### src/rtl/nx_fifo_rd_stream.sv
// rtl/nx_fifo_rd_stream.sv - RAM FIFO consumer: read-latency absorption, skid buffer, valid/ready output
// Error beats are tagged per entry and counted; clear flushes buffered and in-flight reads.
module nx_fifo_rd_stream #(
    parameter int WIDTH      = 71,
    parameter int RD_LATENCY = 1,
    parameter int BUF_DEPTH  = RD_LATENCY + 2
) (
    input  logic                           clk,
    input  logic                           rst_n,
    input  logic                           fifo_empty,
    output logic                           fifo_ren,
    input  logic [WIDTH-1:0]               fifo_rdata,
    input  logic                           fifo_rerr,
    input  logic                           clear,
    input  logic                           stat_clr,
    output logic                           out_valid,
    input  logic                           out_ready,
    output logic [WIDTH-1:0]               out_data,
    output logic                           out_err,
    output logic [$clog2(BUF_DEPTH+1)-1:0] buf_used,
    output logic [15:0]                    err_cnt,
    output logic                           err_sticky
);
    localparam int UW = $clog2(BUF_DEPTH + 1);
    localparam int PW = (BUF_DEPTH > 1) ? $clog2(BUF_DEPTH) : 1;

    logic                  en_q;
    logic [RD_LATENCY-1:0] vld_q, vld_d;
    logic [PW-1:0]         wptr_q, wptr_d, rptr_q, rptr_d;
    logic [UW-1:0]         used_q, used_d;
    logic [WIDTH:0]        mem_q [BUF_DEPTH];
    logic [15:0]           err_cnt_q, err_cnt_d;
    logic                  err_sticky_q, err_sticky_d;
    logic [UW:0]           pending;
    logic                  wr, pop, ret_err;

    function automatic logic [PW-1:0] ptr_inc(input logic [PW-1:0] p);
        return (p == PW'(BUF_DEPTH - 1)) ? '0 : p + 1'b1;
    endfunction

    // Credit check counts buffered entries plus reads still in the RAM pipeline.
    always_comb begin
        pending = {1'b0, used_q};
        for (int i = 0; i < RD_LATENCY; i++) begin
            pending = pending + (UW+1)'(vld_q[i]);
        end
    end

    assign fifo_ren  = en_q && !fifo_empty && !clear && (pending < (UW+1)'(BUF_DEPTH));
    assign out_valid = (used_q != '0);
    assign pop       = out_valid && out_ready;
    assign wr        = vld_q[RD_LATENCY-1] && !clear;
    assign ret_err   = wr && fifo_rerr;

    assign {out_err, out_data} = mem_q[rptr_q];
    assign buf_used   = used_q;
    assign err_cnt    = err_cnt_q;
    assign err_sticky = err_sticky_q;

    always_comb begin
        vld_d  = '0;
        wptr_d = wptr_q;
        rptr_d = rptr_q;
        used_d = used_q;
        if (clear) begin
            wptr_d = '0;
            rptr_d = '0;
            used_d = '0;
        end else begin
            vld_d[0] = fifo_ren;
            for (int i = 1; i < RD_LATENCY; i++) begin
                vld_d[i] = vld_q[i-1];
            end
            if (wr)  wptr_d = ptr_inc(wptr_q);
            if (pop) rptr_d = ptr_inc(rptr_q);
            case ({wr, pop})
                2'b10:   used_d = used_q + 1'b1;
                2'b01:   used_d = used_q - 1'b1;
                default: used_d = used_q;
            endcase
        end

        // A clear of the statistics still records an error beat landing that cycle.
        err_cnt_d    = err_cnt_q;
        err_sticky_d = err_sticky_q;
        if (stat_clr) begin
            err_cnt_d    = {15'd0, ret_err};
            err_sticky_d = ret_err;
        end else if (ret_err) begin
            if (err_cnt_q != 16'hFFFF) err_cnt_d = err_cnt_q + 16'd1;
            err_sticky_d = 1'b1;
        end
    end

    always_ff @(posedge clk or negedge rst_n) begin
        if (!rst_n) begin
            en_q         <= 1'b0;
            vld_q        <= '0;
            wptr_q       <= '0;
            rptr_q       <= '0;
            used_q       <= '0;
            err_cnt_q    <= '0;
            err_sticky_q <= 1'b0;
            for (int i = 0; i < BUF_DEPTH; i++) begin
                mem_q[i] <= '0;
            end
        end else begin
            en_q         <= 1'b1;
            vld_q        <= vld_d;
            wptr_q       <= wptr_d;
            rptr_q       <= rptr_d;
            used_q       <= used_d;
            err_cnt_q    <= err_cnt_d;
            err_sticky_q <= err_sticky_d;
            if (wr) mem_q[wptr_q] <= {fifo_rerr, fifo_rdata};
        end
    end

`ifndef SYNTHESIS
    a_no_overflow: assert property (@(posedge clk) disable iff (!rst_n)
        wr |-> (used_q != UW'(BUF_DEPTH)));
`endif
endmodule

### config.mk
export PLATFORM = sky130hd
export DESIGN_NAME = nx_fifo_rd_stream
export DESIGN_NICKNAME = d
export VERILOG_FILES = /design/src/rtl/nx_fifo_rd_stream.sv
export SDC_FILE = /design/constraint.sdc
export NUM_CORES = 1
export LEC_CHECK = 0
export CORE_UTILIZATION = 54
export DETAILED_ROUTE_END_ITERATION = 12
export PLACE_DENSITY_LB_ADDON = 0.08
export RECOVER_POWER = 50
export SLEW_MARGIN = 20
export SYNTH_ARGS = -nofsm -noshare
export SYNTH_HDL_FRONTEND = slang
export SYNTH_SLANG_ARGS = --single-unit
### constraint.sdc
create_clock -name clk -period 2.3 [get_ports clk]
set_input_delay 0.345 -clock clk [delete_from_list [all_inputs] [get_ports clk]]
set_output_delay 0.345 -clock clk [all_outputs]
set_load 0.03 [all_outputs]
==> flow_summary_export.csv, run 1 <==
group,metric,value,unit
run_status,status,"finished, violations left",
run_status,violations,"setup timing",
sta,worst_slack,-0.0642,ns
clock_network,numCtsBuffers,26,
worst_setup_path,crit_chain,"ha_2, ha_4, or4b_4, a21oi_2, buf_6",
layout,fillers,1383,
sta,setup_viol,1,
synthesis,ys.flop_type,"dfrtp_1",
sta,max_freq,0.423,GHz
routing,finalWirelength,25100,um
clock_network,ctsRootBufferMaster,"clkbuf_16",
layout,drive_gt1_share,36.3,%
layout,final_cells,1294,
clock_network,htree_levels,1,
synthesis,synthArstFlopShare,100,%
worst_setup_path,max_stage_delay,0.48,ns
routing,vias_per_cell,5.56,
worst_setup_path,crit_slowest_cell,"or4b_4",
global_routing,grt_start_max_net_pins,76,
worst_setup_path,cp_max_fo,2,
die,start_util,55.8,%
sta,rsz0062_at_grt,"true",
routing,ant_nets,0,
die,die_x,144,um
global_routing,antenna_found_initial,1,
synthesis,synthTopCellsByArea,"dfrtp_1 55%, mux2_2 22%, mux2i_1 6.8%, o21ai_0 3.8%, nand2_1 2.7%",
global_routing,grt_overflow_total,0,
sta,finalCritPeriodShare,103,%
synthesis,yosys.area.top_type,"dfrtp_1",
worst_hold_path,hold_class,"in2async",
routing,vias,7196,
worst_setup_path,rr_worst_depth,6,
global_routing,grt_pass1_wl,39900,um
synthesis,yosys_warnings,0,
worst_setup_path,startpoint_type,"flip-flop",
synthesis,synth_seq_area_share,55.0,%
clock_network,clkTransAtPathRegs,0.06,ns
die,die_y,144,um
sta,fin_worst_skew,0.00608,ns
worst_setup_path,worst-setup-path-type,"reg2out",
synthesis,synth.avg_cell_area,13.1,sq um
worst_setup_path,end_kind,"output pin",
worst_setup_path,r2r-end,"mem_q[26]",
layout,final_cell_mix,"239 x dfrtp_1, 210 x mux2_2, 95 x clkdlybuf4s50_1",
die,core,19700,sq um
worst_setup_path,regToRegSetupSlack,0.06,ns
die,rows,51,
synthesis,synth_top_area_share,55.0,%
synthesis,synthesis.nets,916,
routing,drt_pass1_iterations,4,
placement,io_buffer_count,170,
worst_setup_path,r2r-start,"vld_q",
layout,nets,1093,
synthesis,syn-cell-area,11000,sq um
layout,final_common_cell,"dfrtp_1",
global_routing,track_usage,24.4,%
routing,route.detailed.drc,0,
sta,fin_crit,2.36,ns
synthesis,synthCells,835,
clock_network,clkSinkCount,241,
routing,wire_per_inst,19.4,um
clock_network,clockBufferDepth,3,
placement,place_ws,0.121,ns
power,p_leak,0.00613,uW
layout,multi_input_area,4580,sq um
routing,drt_iter0_markers,339,
sta,worst_pin_slew,1.23,ns
clock_network,cts_tree,"built",
global_routing,grt_pass1_vias,7739,
die,die_area,20900,sq um
die,io-pin-count,171,
synthesis,synth.distinct_cells,42,
synthesis,synth-edff-count,0,
power,ir_drop,634,uV
layout,area_growth,26.6,%
worst_setup_path,arrival,2.02,ns
flow_run,drv_cap,0,
placement,dp_cells,1242,
layout,diodes,0,
power,total_power,12000,uW
sta,slew_headroom,17.8,%
placement,post-dp-hpwl,15500,um
clock_network,worstSkewPairLatency,0.52,ns
synthesis,synth-seq-cells,241,
placement,gp_congestion,0.832,
sta,maxSlewViolCount,0,
power,pwr_density_cell,863,nW/um^2
sta,hold_violations,0,
layout,seq_area,6040,sq um
worst_setup_path,cp.required,1.96,ns
critical path: cells and delay by family, from the launching register on:
kind	cells	cell delay, ns
simple gates	1	0.48
compound gates	1	0.14
flops	1	0.38
buf+inv	1	0.14
fa+ha+maj	2	0.35
power breakdown:
part / internal (uW) / switching [uW] / total, uW
Sequential: 4780 / 277 / 5050
Combinational: 1140 / 1380 / 2520
Clock: 2780 / 1620 / 4400
cell usage after synthesis (all sizes together), types with 2 or more instances:
cell / count
dfrtp: 241
mux2: 216
o21ai: 84
nand2: 79
mux2i: 75
buf: 38
clkbuf: 15
xnor2: 10
nor2: 9
a21oi: 8
nor2b: 7
nor3: 7
nand3: 6
nor4: 6
inv: 5
nor3b: 5
ha: 3
a21o: 2
a31oi: 2
and4b: 2
nand2b: 2
nand3b: 2
nand4: 2
worst max-delay path by stage:
stage,from,slack [ns],to
floorplan,buf_used[0],0.09,fifo_ren
global placement,clear,0.14,fifo_ren
detailed placement,clear,0.12,mem_q[31]
CTS,vld_q,-0.08,fifo_ren
global route,buf_used[0],-0.14,fifo_ren
finish,vld_q,-0.06,fifo_ren
flip-flops by register name, indices dropped and copies added (netlist names):
register    count
buf_used        2
en_q            1
err_cnt        16
err_sticky      1
mem_q         216
rptr_q          2
vld_q           1
wptr_q          2
cell type report:
cell class	instances	area share (%)
Clock inverter	3	0.649
Tap cell	265	2.39
Timing Repair Buffer	202	14.4
Multi-Input combinational cell	536	33.0
Inverter	5	0.135
Sequential cell	241	43.5
Clock buffer	42	5.99
logic make-up (layout without fill, tap and decap cells):
| kind of cell | after synthesis | in the layout | share of synthesized area [%] |
|---|---|---|---|
| buf+inv | 58 | 252 | 3.69 |
| fa+ha+maj | 3 | 3 | 0.342 |
| compound gates | 100 | 100 | 4.83 |
| xor+xnor | 11 | 11 | 0.879 |
| simple gates | 130 | 130 | 6.20 |
| flops | 241 | 241 | 55.0 |
| other cells | 1 | 1 | 0.0342 |
| mux | 291 | 291 | 29.0 |
through the flow:
| step | cell area [sq um] | TNS (ns) | util [%] | hold WS [ns] |
|---|---|---|---|---|
| finish | 13900 | -0.0642 | 70.6 | 0.369 |
| global route | 13900 | -1.06 | 70.6 | 0.409 |
| CTS | 13800 | -0.0797 | 70.1 | 0.381 |
| detailed placement | 12800 | 0 | 65.3 | 0.331 |
| global placement | 12800 | 0 | 65.3 | 0.319 |
| floorplan | 11000 | 0 | - | 0.0494 |
metal layers:
layer / track usage, % / vias up / wire (um)
li1: - / 3308 / -
met1: 30.3 / 3683 / 10600
met2: 43.1 / 163 / 12700
met3: 5.03 / 40 / 1340
met4: 6.54 / 2 / 450
met5: 0 / - / 12
timing repair:
item | 4_1_cts | 5_1_grt
pin swaps | 1 | 0
hold buffers | 1 | 0
endpoints found under the hold margin | 61 | 0
setup endpoints to repair | 3 | 18
resized for setup | 10 | 21
cloned | 0 | 3
buffers inserted | 0 | 3
(Power assumes the default switching activity.)
==> inputs of run 2 (changes only) <==
- SLEW_MARGIN: 20 -> not set
- TNS_END_PERCENT: not set -> 20
==> run 2 against run 1 <==
Effect of this change:
- the run still ends with setup timing left
- critical path depth stayed put
- maximum frequency hardly changed
- final cell count barely moved
- total power is 0.20% higher
- flip-flop and latch count is the same
- utilization grew 0.076 points
- wire length decreased by 0.81%
- register-to-register slack is essentially flat
- non-clock buffer count decreased by 1
- setup slack got worse by 0.0014 ns
- largest power group unchanged
- highest routed layer unchanged
==> flow_summary_export.csv, run 2 (synthesis gave the netlist of run 1 again) <==
group,metric,value,unit
run_status,status,"finished, violations left",
run_status,violations,"setup timing",
worst_setup_path,arrival,2.02,ns
global_routing,track_usage,24.4,%
routing,route.detailed.drc,0,
die,die_y,144,um
layout,seq_area,6040,sq um
clock_network,clkTransAtPathRegs,0.06,ns
placement,post-dp-hpwl,15500,um
layout,final_util,70.7,%
power,pwr_density_cell,863,nW/um^2
layout,fillers,1379,
clock_network,cts_tree,"built",
sta,maxSlewViolCount,0,
power,ir_drop,638,uV
sta,setup_viol,1,
worst_setup_path,crit_slowest_cell,"or4b_4",
flow_run,drv_cap,0,
power,switching_share,27.3,%
worst_setup_path,worst-setup-path-type,"reg2out",
routing,vias_per_cell,5.56,
worst_setup_path,cp_max_fo,2,
worst_setup_path,end_kind,"output pin",
worst_setup_path,max_stage_delay,0.48,ns
worst_hold_path,hold_class,"in2async",
placement,place_ws,0.121,ns
placement,gp_congestion,0.832,
die,io-pin-count,171,
global_routing,grt_overflow_total,0,
placement,dpl_cell_area,12800,sq um
die,start_util,55.8,%
layout,largest-register,"mem_q",
routing,wire_per_inst,19.2,um
layout,final_common_cell,"dfrtp_1",
die,core,19700,sq um
power,p_leak,0.00614,uW
die,die_area,20900,sq um
sta,whs,0.359,ns
placement,io_buffer_count,170,
routing,vias,7184,
power,p_int,8720,uW
layout,largest_reg_flops,216,
layout,final_cell_mix,"239 x dfrtp_1, 210 x mux2_2, 95 x clkdlybuf4s50_1",
power,p_seq_share,42.1,%
sta,fin_worst_skew,0.00864,ns
clock_network,worstSkewPairLatency,0.52,ns
layout,diodes,0,
sta,finalCritPeriodShare,103,%
sta,max_freq,0.423,GHz
global_routing,antenna_found_initial,1,
worst_setup_path,crit_chain,"ha_2, ha_4, or4b_4, a21oi_2, buf_6",
sta,fin_crit,2.37,ns
worst_setup_path,startpoint_type,"flip-flop",
die,rows,51,
layout,final_area,13900,sq um
layout,multi_input_area,4610,sq um
routing,finalWirelength,24900,um
power,pwr-share-comb,21.2,%
sta,slew_headroom,19.0,%
power,total_power,12000,uW
sta,hold_violations,0,
clock_network,clockBufferDepth,3,
power,net-switching-power,3280,uW
clock_network,clkSinkCount,241,
global_routing,grt_pass1_wl,39800,um
sta,rsz0062_at_grt,"true",
clock_network,htree_levels,1,
routing,ant_nets,0,
sta,worst_pin_slew,1.21,ns
routing,drt_iter0_markers,290,
layout,drive_gt1_share,37.3,%
clock_network,numCtsBuffers,26,
worst_setup_path,cp.required,1.96,ns
worst_setup_path,regToRegSetupSlack,0.06,ns
sta,worst_slack,-0.0656,ns
layout,nets,1092,
clock_network,ctsRootBufferMaster,"clkbuf_16",
layout,area_growth,26.8,%
die,die_x,144,um
power,clockPowerShare,36.7,%
global_routing,grt_start_max_net_pins,76,
routing,drt_pass1_iterations,4,
global_routing,grt_pass1_vias,7741,
[run 2: metrics by stage]
step,instances,TNS [ns]
floorplan,835,0
global placement,1242,0
detailed placement,1242,0
CTS,1288,-0.0810
global route,1293,-1.05
finish,1293,-0.0656
[run 2: area by class of cell]
class | instances | share of cell area (%)
multi-input cells | 536 | 33.2
inverters | 5 | 0.135
well taps | 265 | 2.39
clock inverters | 3 | 0.648
flip-flops and latches | 241 | 43.4
repair buffers | 201 | 14.2
clock buffers | 42 | 5.99
[run 2: worst max-delay path: cells and delay by family (launching register included)]
kind | cells | cell delay, ns
buffers and inverters | 1 | 0.14
AND/OR/NAND/NOR | 1 | 0.48
flip-flops | 1 | 0.39
adder cells (fa/ha/maj) | 2 | 0.34
AO/OA/AOI/OAI | 1 | 0.14
[run 2: worst paths after layout]
path | startpoint | end | cells past startpoint
min reg2reg | mem_q[149] | mem_q[149] | 1
max reg2reg | vld_q | mem_q[26] | 6
max in group asynchronous | rst_n | mem_q[199] | 3
min in group clk | fifo_rdata[6] | mem_q[150] | 2
max | buf_used[0] | fifo_ren | 5
min | rst_n | mem_q[163] | 2
[run 2: layer usage]
layer	share of wire, %	vias up	wire [um]	GRT usage (%)
li1	-	3302	-	-
met1	42	3677	10600	30.2
met2	50	165	12500	43.1
met3	5.4	38	1350	5.03
met4	1.8	2	439	6.54
met5	0.052	-	13	0
[run 2: power by group through the flow]
| stage | Combinational (uW) | Clock [uW] | Sequential [uW] |
|---|---|---|---|
| 3_3_place_gp | 2440 | 0 | 5070 |
| 2_1_floorplan | 1540 | 0 | 5040 |
| 3_5_place_dp | 2520 | 0 | 5130 |
| 4_1_cts | 2530 | 4500 | 5050 |
| 5_1_grt | 2720 | 4670 | 5120 |
| 6_report | 2540 | 4400 | 5050 |
[run 2: timing repair]
item | CTS | global route
endpoints found under the setup margin | 3 | 15
gates cloned | 0 | 2
endpoints found under the hold margin | 61 | 0
gates resized for setup | 5 | 47
pin swaps | 1 | 0
setup buffers | 0 | 3
hold buffers | 1 | 0
==> inputs of run 3 (changes only) <==
- SLEW_MARGIN: not set -> 20
==> results of run 3 <==
Same layout as run 2: the final DEF is identical, and so are final timing and power.
